File: src/rtl/radix_conv_pkg.sv
// Shared types and constants for the radix string-to-binary converter.
package radix_conv_pkg;

  localparam int unsigned CHAR_W  = 8;
  localparam int unsigned BASE_W  = 6;
  localparam int unsigned DIGIT_W = 6;
  localparam int unsigned ERR_W   = 3;

  typedef enum logic [1:0] {
    IDLE  = 2'd0,
    ACCUM = 2'd1,
    DONE  = 2'd2
  } state_e;

  typedef enum logic [ERR_W-1:0] {
    ERR_NONE = 3'd0,
    ERR_BASE = 3'd1,
    ERR_CHAR = 3'd2,
    ERR_LONG = 3'd3,
    ERR_OVF  = 3'd4
  } err_e;

  // Sticky per-string error flags; base errors never reach the accumulate phase.
  typedef struct packed {
    logic chr;
    logic lng;
    logic ovf;
  } err_flags_t;

  localparam logic [BASE_W-1:0] MIN_BASE = 6'd2;
  localparam logic [BASE_W-1:0] MAX_BASE = 6'd36;

  localparam logic [CHAR_W-1:0] ASCII_0     = 8'h30;
  localparam logic [CHAR_W-1:0] ASCII_9     = 8'h39;
  localparam logic [CHAR_W-1:0] ASCII_UA    = 8'h41;
  localparam logic [CHAR_W-1:0] ASCII_UZ    = 8'h5A;
  localparam logic [CHAR_W-1:0] ASCII_LA    = 8'h61;
  localparam logic [CHAR_W-1:0] ASCII_LZ    = 8'h7A;
  localparam logic [CHAR_W-1:0] ASCII_MINUS = 8'h2D;

  // Collapse sticky flags into the single reported code, highest priority first.
  function automatic err_e err_pick(input err_flags_t f);
    err_e e;
    e = ERR_NONE;
    if (f.chr)      e = ERR_CHAR;
    else if (f.lng) e = ERR_LONG;
    else if (f.ovf) e = ERR_OVF;
    return e;
  endfunction

endpackage

File: src/rtl/radix_stream_to_binary_decode.sv
// ASCII character to digit value, qualified against the active radix.
module radix_digit_decode
  import radix_conv_pkg::*;
(
  input  logic [CHAR_W-1:0]  ch_data,
  input  logic [BASE_W-1:0]  base,
  output logic [DIGIT_W-1:0] digit,
  output logic               digit_ok
);

  logic is_sym;

  always_comb begin
    digit    = '0;
    is_sym   = 1'b0;
    digit_ok = 1'b0;
    if (ch_data >= ASCII_0 && ch_data <= ASCII_9) begin
      digit  = DIGIT_W'(ch_data - ASCII_0);
      is_sym = 1'b1;
    end else if (ch_data >= ASCII_UA && ch_data <= ASCII_UZ) begin
      digit  = DIGIT_W'(ch_data - ASCII_UA + 8'd10);
      is_sym = 1'b1;
    end else if (ch_data >= ASCII_LA && ch_data <= ASCII_LZ) begin
      digit  = DIGIT_W'(ch_data - ASCII_LA + 8'd10);
      is_sym = 1'b1;
    end
    digit_ok = is_sym && (digit < base);
  end

endmodule

File: src/rtl/radix_stream_to_binary.sv
// Streaming ASCII radix-2..36 string to binary converter, one character per cycle.
// Define RADIX_CONV_SIGN_EN to accept a leading '-' and produce two's-complement results.
module radix_stream_to_binary
  import radix_conv_pkg::*;
#(
  parameter int unsigned VAL_W      = 32,
  parameter int unsigned MAX_DIGITS = 16,
  parameter int unsigned CNT_W      = $clog2(MAX_DIGITS + 2)
) (
  input  logic              clk,
  input  logic              rst_n,
  input  logic              start,
  input  logic [BASE_W-1:0] base_in,
  input  logic              ch_valid,
  input  logic [CHAR_W-1:0] ch_data,
  input  logic              ch_last,
  output logic              ch_ready,
  output logic              res_valid,
  output logic [VAL_W-1:0]  res_value,
  output logic [ERR_W-1:0]  res_err,
  input  logic              res_ready,
  output logic              busy
);

  localparam int unsigned EXT_W = VAL_W + 6;

  state_e             state_q, state_d;
  logic [BASE_W-1:0]  base_q, base_d;
  logic [VAL_W-1:0]   acc_q, acc_d;
  logic [CNT_W-1:0]   cnt_q, cnt_d;
  err_flags_t         flags_q, flags_d;
  logic [VAL_W-1:0]   res_value_q, res_value_d;
  err_e               res_err_q, res_err_d;
  logic               ch_ready_q, res_valid_q, busy_q;

  logic [DIGIT_W-1:0] digit;
  logic               digit_ok;
  logic               beat;
  logic               sign_beat;
  logic [EXT_W-1:0]   prod;
  err_e               fin_err;

`ifdef RADIX_CONV_SIGN_EN
  localparam logic [VAL_W-1:0] NEG_LIM = {1'b1, {(VAL_W-1){1'b0}}};
  logic neg_q, neg_d, first_q, first_d;
`endif

  radix_digit_decode u_decode (
    .ch_data  (ch_data),
    .base     (base_q),
    .digit    (digit),
    .digit_ok (digit_ok)
  );

  // ch_ready_q is high exactly while in ACCUM, so it qualifies the beat on its own.
  assign beat = ch_valid & ch_ready_q;

  // Next-state, accumulate and result capture.
  always_comb begin
    state_d     = state_q;
    base_d      = base_q;
    acc_d       = acc_q;
    cnt_d       = cnt_q;
    flags_d     = flags_q;
    res_value_d = res_value_q;
    res_err_d   = res_err_q;
    sign_beat   = 1'b0;
    prod        = '0;
    fin_err     = ERR_NONE;
`ifdef RADIX_CONV_SIGN_EN
    neg_d       = neg_q;
    first_d     = first_q;
`endif
    case (state_q)
      IDLE: begin
        if (start) begin
          base_d  = base_in;
          acc_d   = '0;
          cnt_d   = '0;
          flags_d = '0;
`ifdef RADIX_CONV_SIGN_EN
          neg_d   = 1'b0;
          first_d = 1'b1;
`endif
          if (base_in < MIN_BASE || base_in > MAX_BASE) begin
            state_d     = DONE;
            res_err_d   = ERR_BASE;
            res_value_d = '0;
          end else begin
            state_d = ACCUM;
          end
        end
      end
      ACCUM: begin
        if (beat) begin
`ifdef RADIX_CONV_SIGN_EN
          first_d = 1'b0;
          if (first_q && ch_data == ASCII_MINUS) begin
            sign_beat = 1'b1;
            neg_d     = 1'b1;
          end
`endif
          if (!sign_beat) begin
            if (cnt_q != CNT_W'(MAX_DIGITS + 1)) cnt_d = cnt_q + CNT_W'(1);
            if (cnt_d == CNT_W'(MAX_DIGITS + 1)) flags_d.lng = 1'b1;
            if (digit_ok) begin
              prod = EXT_W'(acc_q) * EXT_W'(base_q) + EXT_W'(digit);
              if (|prod[EXT_W-1:VAL_W]) flags_d.ovf = 1'b1;
              acc_d = prod[VAL_W-1:0];
            end else begin
              flags_d.chr = 1'b1;
            end
          end
          if (ch_last) begin
            state_d = DONE;
`ifdef RADIX_CONV_SIGN_EN
            // A sign with no digits is malformed; magnitude limits differ by sign.
            if (neg_d && cnt_d == '0) flags_d.chr = 1'b1;
            if (neg_d ? (acc_d > NEG_LIM) : acc_d[VAL_W-1]) flags_d.ovf = 1'b1;
`endif
            fin_err     = err_pick(flags_d);
            res_err_d   = fin_err;
            res_value_d = '0;
            if (fin_err == ERR_NONE) begin
`ifdef RADIX_CONV_SIGN_EN
              res_value_d = neg_d ? (~acc_d + VAL_W'(1)) : acc_d;
`else
              res_value_d = acc_d;
`endif
            end
          end
        end
      end
      DONE: begin
        if (res_ready) begin
          state_d     = IDLE;
          res_value_d = '0;
          res_err_d   = ERR_NONE;
        end
      end
      default: state_d = IDLE;
    endcase
  end

  // State, datapath and registered handshake outputs.
  always_ff @(posedge clk or negedge rst_n) begin
    if (!rst_n) begin
      state_q     <= IDLE;
      base_q      <= '0;
      acc_q       <= '0;
      cnt_q       <= '0;
      flags_q     <= '0;
      res_value_q <= '0;
      res_err_q   <= ERR_NONE;
      ch_ready_q  <= 1'b0;
      res_valid_q <= 1'b0;
      busy_q      <= 1'b0;
    end else begin
      state_q     <= state_d;
      base_q      <= base_d;
      acc_q       <= acc_d;
      cnt_q       <= cnt_d;
      flags_q     <= flags_d;
      res_value_q <= res_value_d;
      res_err_q   <= res_err_d;
      ch_ready_q  <= (state_d == ACCUM);
      res_valid_q <= (state_d == DONE);
      busy_q      <= (state_d != IDLE);
    end
  end

`ifdef RADIX_CONV_SIGN_EN
  always_ff @(posedge clk or negedge rst_n) begin
    if (!rst_n) begin
      neg_q   <= 1'b0;
      first_q <= 1'b0;
    end else begin
      neg_q   <= neg_d;
      first_q <= first_d;
    end
  end
`endif

  assign ch_ready  = ch_ready_q;
  assign res_valid = res_valid_q;
  assign res_value = res_value_q;
  assign res_err   = res_err_q;
  assign busy      = busy_q;

endmodule

File: config.mk
export PLATFORM = sky130hd
export DESIGN_NAME = radix_stream_to_binary
export DESIGN_NICKNAME = d
export VERILOG_FILES = /design/src/rtl/radix_conv_pkg.sv /design/src/rtl/radix_stream_to_binary_decode.sv /design/src/rtl/radix_stream_to_binary.sv
export SDC_FILE = /design/constraint.sdc
export NUM_CORES = 1
export LEC_CHECK = 0
export ABC_AREA = 1
export CORE_ASPECT_RATIO = 0.75
export CORE_MARGIN = 10
export CORE_UTILIZATION = 45
export DETAILED_ROUTE_END_ITERATION = 8
export SLEW_MARGIN = 15
export SYNTH_ARGS = -nofsm -noshare
export SYNTH_HDL_FRONTEND = slang
export SYNTH_SLANG_ARGS = --single-unit
File: constraint.sdc
create_clock -name clk -period 15.23 [get_ports clk]
set_clock_uncertainty 0.1 [all_clocks]
set_input_delay 3.046 -clock clk [delete_from_list [all_inputs] [get_ports clk]]
set_output_delay 3.046 -clock clk [all_outputs]
set_load 0.05 [all_outputs]
==> results of run 1 <==
-- power by group through the flow --
| stage | clock network (mW) | logic [mW] | registers (mW) |
|---|---|---|---|
| final | 0.233 | 1.78 | 0.423 |
| after global routing | 0.249 | 2.02 | 0.437 |
| after CTS | 0.240 | 1.79 | 0.422 |
| after detailed placement | 0 | 1.77 | 0.425 |
| after global placement | 0 | 1.76 | 0.424 |
| after floorplan | 0 | 1.25 | 0.455 |
-- sequential cells by signal, indices dropped and copies added, names as in the netlist --
signal	flops
flags_q	3
cnt_q	5
acc_q	32
ch_ready	1
res_err	3
res_value	32
res_valid	1
state_q	2
base_q	6
busy	1
-- cell usage after synthesis (all sizes together) --
cell type and count:
a21oi 53, a31oi 1, and2 3, buf 18, clkbuf 42, clkinv 1, dfrtp 86, fa 124
ha 100, inv 423, nand2 491, nand2b 1, nand3 64, nand3b 9, nand4 68, nor2 112
nor3 6, nor4 1, o21a 1, o21ai 56, o21bai 43, o22ai 5, o41ai 1, or2 2
xnor2 17, xor2 15
-- critical path, delay by kind of cell --
kind                     cells  cell delay, ns
AO/OA/AOI/OAI                1            0.32
adder cells (fa/ha/maj)      3            1.13
buffers and inverters        5            0.86
AND/OR/NAND/NOR             20            2.48
-- final cells by class --
cell class | count | area share (%)
Clock inverter | 7 | 0.588
Sequential cell | 86 | 16.0
Inverter | 424 | 11.9
Clock buffer | 9 | 1.68
Timing Repair Buffer | 68 | 4.85
Multi-Input combinational cell | 1173 | 61.7
Tap cell | 351 | 3.27
-- kinds of logic after synthesis --
logic type / count (synthesis) / share of synthesized area, %
simple gates: 757 / 26.3
buf+inv: 484 / 15.1
fa+ha+maj: 224 / 30.4
compound gates: 160 / 8.43
flops: 86 / 17.5
xor+xnor: 32 / 2.28
-- worst min path at each step --
stage                              to  slack (ns)  cells past startpoint
6_report       res_err[2]$_DFFE_PN0P_        0.38                      2
5_1_grt        res_err[2]$_DFFE_PN0P_        0.44                      2
3_3_place_gp   res_err[2]$_DFFE_PN0P_        0.37                      2
3_5_place_dp   res_err[2]$_DFFE_PN0P_        0.37                      2
4_1_cts        res_err[2]$_DFFE_PN0P_        0.39                      2
2_1_floorplan    cnt_q[4]$_DFFE_PN0P_        0.39                      2
-- metrics by stage --
step,utilization [%],hold WS (ns),std cells
final,49.8,0.382,2118
after global placement,48.7,0.371,2102
after floorplan,-,0.395,1743
after global routing,49.8,0.443,2118
after detailed placement,48.7,0.373,2102
after CTS,49.8,0.391,2118
-- per-layer routing --
metal | part of all wire (%) | vias to the layer above | wire, microns
li1 | - | 5301 | -
met1 | 49 | 5099 | 16300
met2 | 45 | 266 | 14900
met3 | 5.2 | 25 | 1730
met4 | 1.4 | 0 | 453
met5 | 0 | - | 0
==> summary.md, run 1 <==
| Metric | Value |
|---|---|
| Status | `finished clean` |
| CTS Hold Buffers Added | `0` |
| Fin crit period | `7.70 ns` |
| Total congestion overflow | `0` |
| First-pass GRT wire length | `55000 microns` |
| Number of placement rows | `52` |
| H-tree Lvls | `3` |
| Synth area leaders | `fa_1 20%, dfrtp_1 18%, nand2_1 15%` |
| Number of antenna violations at the first check in global routing | `0` |
| # diodes | `0` |
| Critical path destination | `res_value[1]$_DFFE_PN0P_` |
| Syn Nets | `1987` |
| Worst slew pin tran | `0.926 ns` |
| Leak Pwr | `7.93 nW` |
| Combinational Power Share | `73.0%` |
| Worst path most repeated cell | `nand2_1` |
| Post-route setup slack | `7.53 ns` |
| FF+latch count, synth | `86` |
| Die area | `34400 sq um` |
| Mapped Area | `12300 sq um` |
| Port buffer count | `57` |
| Max Clk Rate | `130 MHz` |
| Worst path slowest cell | `fa_1` |
| DRT Pass-1 Iters | `5` |
| Most frequent cells in the layout | `486 x nand2_1, 421 x inv_1, 124 x fa_1` |
| WP data arrival | `7.86 ns` |
| Synthesized area per cell | `7.04 sq um` |
| Final Slew Violations | `0` |
| Startpoint Class | `input port` |
| CP max FO | `32` |
| Total I/O pin count | `58` |
| Routed WL | `33300 microns` |
| Setup Viol. Count Final | `0` |
| Clk_lat worst skew | `0.36 ns` |
| Critical Path Start | `ch_data[0]` |
| Postcts setup bufs | `0` |
| Most used routing layer | `met2` |
| Starting Density | `45.6%` |
| Vias in the first global route | `10400` |
| R2r endpoint | `res_value[1]$_DFFE_PN0P_` |
| Yosys cell types | `38` |
| Core Area | `26900 sq um` |
| Chip width | `211 microns` |
| Req. time, crit path | `15.39 ns` |
| Critical R2R Launch | `base_q[5]$_DFFE_PN0P_` |
| Area post-placement | `13100 sq um` |
| Nets | `2006` |
| M3 GR Usage | `2.34%` |
| Most common cell after layout, fill and taps aside | `nand2_1` |
| Max cap viols | `0` |
| Min-delay worst type | `flop to flop` |
| # resized after CTS | `0` |
| Sequential share of power | `17.4%` |
| Area delta synth->final | `9.25%` |
| Wire per inst | `15.7 microns` |
| Finished Cell Area | `13400 sq um` |
| Clock buffer depth | `2` |
| Gr usage total | `19.9%` |
| Period utilization | `50.5%` |
| Storage cell area | `2150 sq um` |
| CTS buffer count | `9` |
| Post-DP HPWL | `25800 microns` |
| Hold Path Origin | `res_err[2]$_DFFE_PN0P_` |
| Share of the synthesized area in the top cell type | `20.2%` |
| Synth warnings | `0` |
| Multi-input gate area | `8270 sq um` |
| Pre-CTS setup slack | `7.16 ns` |
| Clock network fraction of total power | `9.6%` |
| Met2 usage | `30.9%` |
| Final Power | `2.43 mW` |
| RSZ-0062 raised after global routing | `false` |
| Root Driver | `clkbuf_16` |
| Int Pwr | `1.03 mW` |
| Max incr delay on CP | `0.53 ns` |
| Crit end category | `flop` |
| Filler instances | `2767` |
| Pwr/cell area | `181 nW/um^2` |
| R2r setup slk | `9.37 ns` |
| DRC viols | `0` |
| Final Wtd Congestion | `0.952` |
| Switch share | `57.8%` |
| Switch Pwr | `1.41 mW` |
| Total Neg Setup Slack | `0 ns` |
| DIE HEIGHT | `163 microns` |
| Remaining antenna violation count after routing | `0` |
| Global Route met1 Usage | `29.0%` |
| DR iter-0 viols | `665` |
| Share of layout cells above drive strength 1 | `4.24%` |
| Reg2Reg Depth | `25` |
| CP Class | `input port to flop` |
| Synth area leader | `fa_1` |
| CTS tree | `built` |
| Total clock sinks | `86` |
| Mapped Cells | `1743` |
| Largest net degree at the start of global routing | `70` |
| Part of the Yosys area used for sequential elements | `17.5%` |
| Clock-pin slew of the registers on the worst-case setup and hold paths | `0.07 ns` |
| Final Hold Fails | `0` |
| Worst VDD drop | `97.7 uV` |
| Max-slew headroom | `38.3%` |
| DR vias | `10700` |
| Vias per std cell | `5.05` |
(Power assumes the default switching activity.)
==> inputs of run 2 (changes only) <==
==> constraint.sdc (replaced) <==
create_clock -name clk -period 6.5 [get_ports clk]
set_clock_uncertainty 0.1 [all_clocks]
set_input_delay 1.3 -clock clk [delete_from_list [all_inputs] [get_ports clk]]
set_output_delay 1.3 -clock clk [all_outputs]
set_load 0.05 [all_outputs]
==> run 2 against run 1 <==
Compared with the run above: combinational power increased by 130%; critical path type unchanged; wire length is 1.5% higher; power grew 140%; final cell count up 0.24%; critical path depth is the same; sequential power grew to 2.6 times the previous value; core utilization rose by 0.25 points; design area grew 0.49%.
==> summary.md, run 2 (same netlist as run 1, synthesis figures left out) <==
| Metric | Value |
|---|---|
| Status | `finished clean (unchanged)` |
| Most common cell after layout, fill and taps aside | `nand2_1 (unchanged)` |
| Final Non-Filler Cells | `2123 (was 2118)` |
| Final Slew Violations | `0 (unchanged)` |
| Vias in the first global route | `10800 (was 10400)` |
| Worst slew pin tran | `1.04 ns (was 0.926 ns)` |
| Top Family by Delay on Critical Path | `simple AND/OR/NAND/NOR gates (unchanged)` |
| Placed insts | `2108 (was 2102)` |
| CTS Hold Buffers Added | `0 (unchanged)` |
| Port buffer count | `57 (unchanged)` |
| Wire per inst | `15.9 microns (was 15.7 microns)` |
| RSZ-0062 raised after global routing | `false (unchanged)` |
| DRC viols | `0 (unchanged)` |
| Gr usage total | `20.3% (was 19.9%)` |
| DRT Pass-1 Iters | `5 (unchanged)` |
| Nets | `2012 (was 2006)` |
| Max incr delay on CP | `0.54 ns (was 0.53 ns)` |
| Starting Density | `45.6% (unchanged)` |
| Buffers & Inverters on Critical Path | `5 (unchanged)` |
| Post-DP HPWL | `26800 microns (was 25800 microns)` |
| Most frequent cells in the layout | `486 x nand2_1, 421 x inv_1, 124 x fa_1 (unchanged)` |
| Critical Path Start | `ch_data[0] (unchanged)` |
| Period utilization | `91.5%` |
| Min-delay worst type | `flop to flop (unchanged)` |
| Total I/O pin count | `58 (unchanged)` |
| Die area | `34400 sq um (unchanged)` |
| Max Clk Rate | `168 MHz` |
| Leak Pwr | `7.97 nW (was 7.93 nW)` |
| Share of layout cells above drive strength 1 | `4.51% (was 4.24%)` |
| Final Hold Fails | `0 (unchanged)` |
| Switch share | `57.4% (was 57.8%)` |
| CP max FO | `32 (unchanged)` |
| Worst path most repeated cell | `nand2_1 (unchanged)` |
| Number of placement rows | `52 (unchanged)` |
| Root Driver | `clkbuf_16 (unchanged)` |
| CP Class | `input port to flop (unchanged)` |
| DR iter-0 viols | `759 (was 665)` |
| Switch Pwr | `3.32 mW (was 1.41 mW)` |
| Setup Viol. Count Final | `0 (unchanged)` |
| CTS tree | `built (unchanged)` |
| Clock-pin slew of the registers on the worst-case setup and hold paths | `0.07 ns (about the same)` |
| # diodes | `0 (unchanged)` |
| Final Wtd Congestion | `0.953 (was 0.952)` |
| First-pass GRT wire length | `56800 microns (was 55000 microns)` |
| DIE HEIGHT | `163 microns (unchanged)` |
| Routed WL | `33800 microns (was 33300 microns)` |
| Clock buffer depth | `2 (unchanged)` |
| Max cap viols | `0 (unchanged)` |
| Remaining antenna violation count after routing | `0 (unchanged)` |
| DR vias | `10700 (about the same)` |
| Vias per std cell | `5.02 (was 5.05)` |
| H-tree Lvls | `3 (unchanged)` |
| Critical R2R Launch | `base_q[5]$_DFFE_PN0P_ (unchanged)` |
| Number of antenna violations at the first check in global routing | `0 (unchanged)` |
| Chip width | `211 microns (unchanged)` |
| Max-slew headroom | `30.3% (was 38.3%)` |
| WP data arrival | `6.10 ns (was 7.86 ns)` |
| Hold Path Origin | `res_err[1]$_DFFE_PN0P_ (was res_err[2]$_DFFE_PN0P_)` |
| Req. time, crit path | `6.66 ns (was 15.39 ns)` |
| Int Pwr | `2.47 mW (was 1.03 mW)` |
| Total congestion overflow | `0 (unchanged)` |
| Core Area | `26900 sq um (unchanged)` |
| Final Power | `5.79 mW (was 2.43 mW)` |
| Crit end category | `flop (unchanged)` |
| CTS buffer count | `9 (unchanged)` |
| Combinational Power Share | `71.6% (was 73.0%)` |
| Area delta synth->final | `9.79% (was 9.25%)` |
| Largest net degree at the start of global routing | `63 (was 70)` |
| Total Neg Setup Slack | `0 ns (unchanged)` |
| Worst VDD drop | `181 uV (was 97.7 uV)` |
| Total clock sinks | `86 (unchanged)` |
| Clk_lat worst skew | `0.35 ns (was 0.36 ns)` |
| Fin crit period | `5.95 ns` |
| Worst path slowest cell | `fa_1 (unchanged)` |
| Pwr/cell area | `430 nW/um^2 (was 181 nW/um^2)` |
| Startpoint Class | `input port (unchanged)` |
| Clock network fraction of total power | `9.8% (was 9.6%)` |
| Sequential share of power | `18.7% (was 17.4%)` |
## run 2: what timing repair did
item	CTS	global route
resized for setup	0	1
setup buffers	0	0
setup endpoints to repair	0	1
## run 2: through the flow
| step | setup WS (ns) | utilization (%) | instance area, sq um | hold slack, ns |
|---|---|---|---|---|
| 6_report | 0.554 | 50.0 | 13500 | 0.393 |
| 5_1_grt | 0.00777 | 50.0 | 13500 | 0.419 |
| 4_1_cts | 0.414 | 50.0 | 13500 | 0.401 |
| 3_5_place_dp | 0.190 | 48.9 | 13200 | 0.386 |
| 3_3_place_gp | 0.329 | 48.9 | 13200 | 0.369 |
| 2_1_floorplan | 1.65 | - | 12300 | 0.395 |
## run 2: final timing paths
path,to,slack (ns),cells past startpoint
setup / recovery,res_value[0]$_DFFE_PN0P_,0.55,29
hold / removal,res_err[1]$_DFFE_PN0P_,0.39,2
setup reg to reg,res_value[0]$_DFFE_PN0P_,0.56,24
hold reg to reg,res_err[1]$_DFFE_PN0P_,0.39,2
max in group asynchronous,cnt_q[2]$_DFFE_PN0P_,4.42,2
min in group asynchronous,res_value[3]$_DFFE_PN0P_,0.75,1
## run 2: cell type report
cell class	instances	area, sq um
clock buffers	10	229
repair buffers	74	708
clock inverters	5	82.6
flip-flops and latches	86	2150
multi-input cells	1173	8270
well taps	351	439
inverters	424	1590
fillers	2728	13500
## run 2: metal layers
layer  track usage (%)  share of wire [%]  vias to the layer above
li1                  -                  -                     5317
met4              5.02                2.1                        0
met1              28.8                 48                     5048
met2              31.7                 44                      252
met5                 0                  0                        -
met3              3.10                5.2                       45
## run 2: tightest hold or removal path: stages, from the launching register on
cell	delay (ns)
dfrtp_1	0.34
nand2_1	0.05
o21ai_0	0.06
## run 2: power groups by stage
stage	logic [mW]	clock network, mW	registers [mW]
final	4.14	0.566	1.08
after global routing	4.73	0.595	1.11
after CTS	4.16	0.572	1.07
after detailed placement	4.11	0	1.08
after global placement	4.08	0	1.08
after floorplan	2.93	0	1.07
